`src/rtl/shared_adder_sched_pkg.sv`:
```
// Shared constants and types for the time-multiplexed nibble adder scheduler.
package shared_adder_sched_pkg;

  localparam int NIBBLE_W    = 4;
  localparam int IDX_W       = 3;
  localparam int MAX_NIBBLES = 8;

  typedef enum logic [1:0] {
    IDLE = 2'd0,
    ADD  = 2'd1,
    DONE = 2'd2
  } state_t;

endpackage

```
`src/rtl/shared_adder_sched_nibble_adder_cin.sv`:
```
// 4-bit ripple-carry adder with carry-in, built from full-adder cells.
module nibble_adder_cin
  import shared_adder_sched_pkg::*;
(
  input  logic [NIBBLE_W-1:0] a,
  input  logic [NIBBLE_W-1:0] b,
  input  logic                cin,
  output logic [NIBBLE_W-1:0] sum,
  output logic                cout
);

  logic [NIBBLE_W:0] carry;

  assign carry[0] = cin;

  generate
    for (genvar gi = 0; gi < NIBBLE_W; gi++) begin : g_fa
      assign sum[gi]     = a[gi] ^ b[gi] ^ carry[gi];
      assign carry[gi+1] = (a[gi] & b[gi]) | (carry[gi] & (a[gi] ^ b[gi]));
    end
  endgenerate

  assign cout = carry[NIBBLE_W];

endmodule

```
`src/rtl/shared_adder_sched.sv`:
```
// Two-requester scheduler that runs wide additions one nibble per cycle
// through a single shared 4-bit adder, LSB nibble first.
module shared_adder_sched
  import shared_adder_sched_pkg::*;
#(
  parameter int NIBBLES = 4,
  localparam int W = NIBBLE_W * NIBBLES
) (
  input  logic         clk,
  input  logic         rst,
  input  logic         req0,
  input  logic [W-1:0] a0,
  input  logic [W-1:0] b0,
  input  logic         req1,
  input  logic [W-1:0] a1,
  input  logic [W-1:0] b1,
  output logic         ack0,
  output logic         ack1,
  output logic [W-1:0] sum,
  output logic         cout,
  output logic         busy,
  output logic         owner
);

  localparam logic [IDX_W-1:0] LAST_IDX = IDX_W'(NIBBLES - 1);

  state_t             state_reg;
  logic [W-1:0]       opa_reg;
  logic [W-1:0]       opb_reg;
  logic [W-1:0]       res_reg;
  logic [W-1:0]       res_next;
  logic               carry_reg;
  logic [IDX_W-1:0]   idx_reg;
  logic               last_grant_reg;

  logic [NIBBLE_W-1:0] opa_nib [MAX_NIBBLES];
  logic [NIBBLE_W-1:0] opb_nib [MAX_NIBBLES];
  logic [NIBBLE_W-1:0] nib_sum;
  logic                nib_cout;

  logic any_req;
  logic grant_idx;

  // Round-robin: on a tie the requester that was not served last wins.
  assign any_req   = req0 | req1;
  assign grant_idx = req1 & (~req0 | ~last_grant_reg);

  // Operand nibbles are padded out to the index range so idx never selects
  // past the array; unused slots are never reached for a legal NIBBLES.
  generate
    for (genvar gi = 0; gi < MAX_NIBBLES; gi++) begin : g_nib
      if (gi < NIBBLES) begin : g_used
        assign opa_nib[gi] = opa_reg[gi*NIBBLE_W +: NIBBLE_W];
        assign opb_nib[gi] = opb_reg[gi*NIBBLE_W +: NIBBLE_W];
        assign res_next[gi*NIBBLE_W +: NIBBLE_W] =
          (idx_reg == IDX_W'(gi)) ? nib_sum : res_reg[gi*NIBBLE_W +: NIBBLE_W];
      end else begin : g_pad
        assign opa_nib[gi] = '0;
        assign opb_nib[gi] = '0;
      end
    end
  endgenerate

  nibble_adder_cin u_adder (
    .a    (opa_nib[idx_reg]),
    .b    (opb_nib[idx_reg]),
    .cin  (carry_reg),
    .sum  (nib_sum),
    .cout (nib_cout)
  );

  always_ff @(posedge clk) begin
    if (rst) begin
      state_reg      <= IDLE;
      opa_reg        <= '0;
      opb_reg        <= '0;
      res_reg        <= '0;
      carry_reg      <= 1'b0;
      idx_reg        <= '0;
      last_grant_reg <= 1'b1;
      sum            <= '0;
      cout           <= 1'b0;
      ack0           <= 1'b0;
      ack1           <= 1'b0;
      busy           <= 1'b0;
      owner          <= 1'b0;
    end else begin
      ack0 <= 1'b0;
      ack1 <= 1'b0;
      case (state_reg)
        IDLE: begin
          if (any_req) begin
            opa_reg        <= grant_idx ? a1 : a0;
            opb_reg        <= grant_idx ? b1 : b0;
            owner          <= grant_idx;
            last_grant_reg <= grant_idx;
            carry_reg      <= 1'b0;
            idx_reg        <= '0;
            busy           <= 1'b1;
            state_reg      <= ADD;
          end
        end
        ADD: begin
          res_reg   <= res_next;
          carry_reg <= nib_cout;
          idx_reg   <= idx_reg + IDX_W'(1);
          if (idx_reg == LAST_IDX) begin
            // Result and ack are registered together so they appear in DONE.
            sum       <= res_next;
            cout      <= nib_cout;
            ack0      <= ~owner;
            ack1      <= owner;
            state_reg <= DONE;
          end
        end
        DONE: begin
          busy      <= 1'b0;
          state_reg <= IDLE;
        end
        default: begin
          busy      <= 1'b0;
          state_reg <= IDLE;
        end
      endcase
    end
  end

endmodule

```
`config.mk`:
```
export PLATFORM = sky130hd
export DESIGN_NAME = shared_adder_sched
export DESIGN_NICKNAME = d
export VERILOG_FILES = /design/src/rtl/shared_adder_sched_pkg.sv /design/src/rtl/shared_adder_sched_nibble_adder_cin.sv /design/src/rtl/shared_adder_sched.sv
export SDC_FILE = /design/constraint.sdc
export NUM_CORES = 1
export LEC_CHECK = 0
export BUFFER_PORTS_ARGS = -buffer_cell sky130_fd_sc_hd__buf_2
export CORE_MARGIN = 4
export CORE_UTILIZATION = 33
export CTS_CLUSTER_DIAMETER = 200
export CTS_CLUSTER_SIZE = 30
export DETAILED_ROUTE_END_ITERATION = 8
export PLACE_DENSITY = 0.64
export SLEW_MARGIN = 20
export SYNTH_ARGS = -nofsm -noshare
export SYNTH_HDL_FRONTEND = slang
export SYNTH_SLANG_ARGS = --single-unit
```
`constraint.sdc`:
```
create_clock -name clk -period 3.1 [get_ports clk]
set_input_delay 0.31 -clock clk [delete_from_list [all_inputs] [get_ports clk]]
set_output_delay 0.31 -clock clk [all_outputs]
set_load 0.005 [all_outputs]
```
==> run_results.csv <==
group,metric,value,unit
run_status,status,"finished clean",
routing,drt-initial-drc-count,139,
sta,min_period,2.93,ns
global_route,grt_max_degree,35,
place,place.gp.congestion,0.826,
sta,grt_setup_unrepaired,"false",
critical_path,crit_fanout,7,
clocking,root_buffer,"clkbuf_8",
yosys,syn_area_per_cell,9.43,sq um
layout,drive_gt1_share,30.9,%
clocking,cts_tree,"yes",
critical_path,worstSetupPathType,"flip-flop to flip-flop",
critical_path,startpoint_type,"flip-flop",
sta,fmax,0.341,GHz
floorplanning,rows,36,
sta,relSlewSlack,43.7,%
floorplanning,die-area,12000,sq um
floorplanning,fp.coreArea,9910,sq um
run,cap_violations,0,
power,seqPwrFrac,45.5,%
yosys,netlist_area,3400,sq um
global_route,grt_overflow,0,
power,combPwrFrac,19.6,%
clocking,cts_buffers,9,
critical_path,critical_path_required,3.37,ns
yosys,synth_seq_cells,72,
hold_path,worst_hold_path_type,"input pin to flip-flop",
sta,slew_violations,0,
sta,fin_skew,0.00866,ns
routing,num_vias,2846,
routing,first_pass_iters,5,
floorplanning,io_pins,89,
yosys,yosysSeqAreaShare,42.4,%
critical_path,endpoint_kind,"flip-flop",
routing,wire_per_inst,14.6,um
global_route,track_usage,14.9,%
critical_path,crit_slowest_cell,"fa_2",
sta,worst_slew_pin_slew,0.845,ns
clocking,clock_latency,0.34,ns
sta,hold_violations,0,
layout,antenna_cells,0,
power,clkPwrFrac,34.9,%
critical_path,crit_top_cell,"fa_2",
floorplanning,fp.dieH,110,um
power,p_sw,616,uW
power,p_leak,0.00169,uW
critical_path,worstPathCellList,"mux4_2 > and2_1 > fa_2 > fa_2 > inv_2 > fa_2 > fa_2 > nand3b_1 > o21ai_0 > o2bb2ai_1",
critical_path,crit_arrival,3.21,ns
routing,drc,0,
place,dp_hpwl,6100,um
power,swShare,27.3,%
clocking,clkSlewWorstSetupHoldPaths,0.07,ns
yosys,synth_top_area_share,42.4,%
global_route,antenna_found_initial,0,
yosys,synthTopCellsByArea,"dfxtp_1 (42%), a311oi_1 (8.0%), nand2_1 (7.8%), a21oi_1 (5.3%), mux4_2 (5.3%)",
routing,antenna_left,0,
global_route,grt_pass1_vias,2872,
power,cellPowerDensity,546,nW/um^2
yosys,synth_nets,438,
layout,nFillCells,1001,
power,fin_total_pwr,2250,uW
place,portBuffers,88,
critical_path,crit_family,"adder cells",
sta,finalCritPeriodShare,94.6,%
yosys,synth.distinct_cells,37,
routing,finalWirelength,8370,um
yosys,yosys.area.top_type,"dfxtp_1",
power,p_int,1640,uW
critical_path,path_buf_inv,1,
global_route,grt_pass1_wl,14100,um
critical_path,max_stage_delay,0.52,ns
clocking,htree_levels,3,
routing,via_per_inst,4.97,
clocking,clockBufferDepth,2,
sta,tns,0,ns
power,peakVddDrop,248,uV
sta,finalSetupViolCount,0,
floorplanning,die_width,110,um
layout,nets,513,
layout,syn_to_final_growth,21.1,%
floorplanning,floorplan.initialDensity,34.3,%
yosys,yosysWarnings,0,
clocking,clock_sinks,72,
yosys,syn_inst,361,
routing by layer:
| metal | part of all wire, % | routed length (um) | vias up | global-route usage [%] |
|---|---|---|---|---|
| met2 | 45 | 3790 | 89 | 23.8 |
| met5 | 0 | 0 | - | 0 |
| met4 | 1.2 | 99 | 0 | 4.01 |
| li1 | - | - | 1458 | - |
| met1 | 47 | 3970 | 1289 | 19.5 |
| met3 | 6.1 | 510 | 10 | 4.70 |
power by group through the flow:
stage               Sequential, uW  Combinational (uW)  Clock [uW]
floorplan                     1030                 314           0
global placement              1040                 426           0
detailed placement            1050                 430           0
CTS                           1020                 434         810
global route                  1030                 495         859
finish                        1020                 440         786
timing repair:
item / 4_1_cts / 5_1_grt
setup endpoints to repair: 1 / 5
gates resized for setup: 1 / 6
pin swaps: 0 / 4
hold buffers: 0 / 0
setup buffers: 0 / 1
synthesized netlist by cell type (all sizes together):
library cell / n
nor2: 16
nand2b: 1
dfxtp: 72
nand2: 71
o2bb2ai: 17
a31oi: 1
buf: 24
a21boi: 1
nand3: 3
and4bb: 3
mux2i: 12
inv: 6
or3: 1
a32o: 1
a21bo: 1
clkbuf: 10
a311oi: 32
nor2b: 3
or2: 2
nand3b: 6
a21oi: 37
o21ai: 9
clkinv: 1
and2: 5
fa: 4
mux4: 8
and2b: 1
a211oi: 6
a22o: 2
ha: 5
cells by family (layout without fill, tap and decap cells):
| family | count (synthesis) | in the layout | synth area share (%) |
|---|---|---|---|
| flip-flops | 72 | 72 | 42.4 |
| AO/OA/AOI/OAI | 107 | 107 | 22.8 |
| multiplexers | 20 | 20 | 8.82 |
| buffers and inverters | 41 | 120 | 6.32 |
| adder cells (fa/ha/maj) | 9 | 9 | 4.19 |
| AND/OR/NAND/NOR | 112 | 112 | 15.5 |
worst paths after layout:
path / start / endpoint / slack [ns] / depth (start not counted)
worst max-delay path: idx_reg[0]$_SDFFE_PP0P_ / sum[3]$_SDFFE_PP0P_ / 0.17 / 10
worst min-delay path: b0[5] / opb_reg[5]$_SDFFE_PP0P_ / 0.23 / 3
worst max register to register: idx_reg[0]$_SDFFE_PP0P_ / sum[3]$_SDFFE_PP0P_ / 0.17 / 10
worst min register to register: owner$_SDFFE_PP0P_ / ack0$_SDFF_PP0_ / 0.46 / 1
area by class of cell:
cell class,instances,area [sq um],area share [%]
Clock inverter,5,82.6,2.00
Tap cell,133,166,4.04
Clock buffer,10,128,3.10
Sequential cell,72,1450,35.1
Timing Repair Buffer,98,515,12.5
Inverter,7,26.3,0.638
Multi-Input combinational cell,248,1760,42.6
worst min-delay path, stage by stage:
cell and delay, ns:
buf_2 0.10, nand2_1 0.05, a311oi_1 0.07
layout by cell type (no fill, tap or decap), types with 2 or more instances in the layout:
cell type / count
a211oi_1: 6
a21oi_1: 36
a22o_1: 2
a311oi_1: 31
and2_1: 5
and4bb_2: 2
buf_2: 88
buf_4: 10
bufinv_16: 2
clkbuf_8: 9
clkinv_4: 2
dfxtp_1: 71
fa_2: 4
ha_1: 5
inv_1: 5
mux2i_1: 12
mux4_2: 8
nand2_1: 71
nand3_1: 2
nand3b_1: 6
nor2_1: 14
nor2_2: 2
nor2b_1: 3
o21ai_0: 9
o2bb2ai_1: 17
or2_1: 2
stage by stage:
step / cell area (sq um) / setup WS (ns) / std cells / hold WS (ns) / util (%)
3_3_place_gp: 3890 / 0.0656 / 557 / 0.440 / 39.2
4_1_cts: 4100 / 0.0290 / 572 / 0.210 / 41.4
2_1_floorplan: 3410 / 0.000766 / 361 / 0.433 / -
3_5_place_dp: 3890 / 0.0104 / 557 / 0.447 / 39.2
5_1_grt: 4120 / 0.0105 / 573 / 0.214 / 41.6
6_report: 4120 / 0.168 / 573 / 0.226 / 41.6
Note: power is estimated with default switching activity, not from simulation.
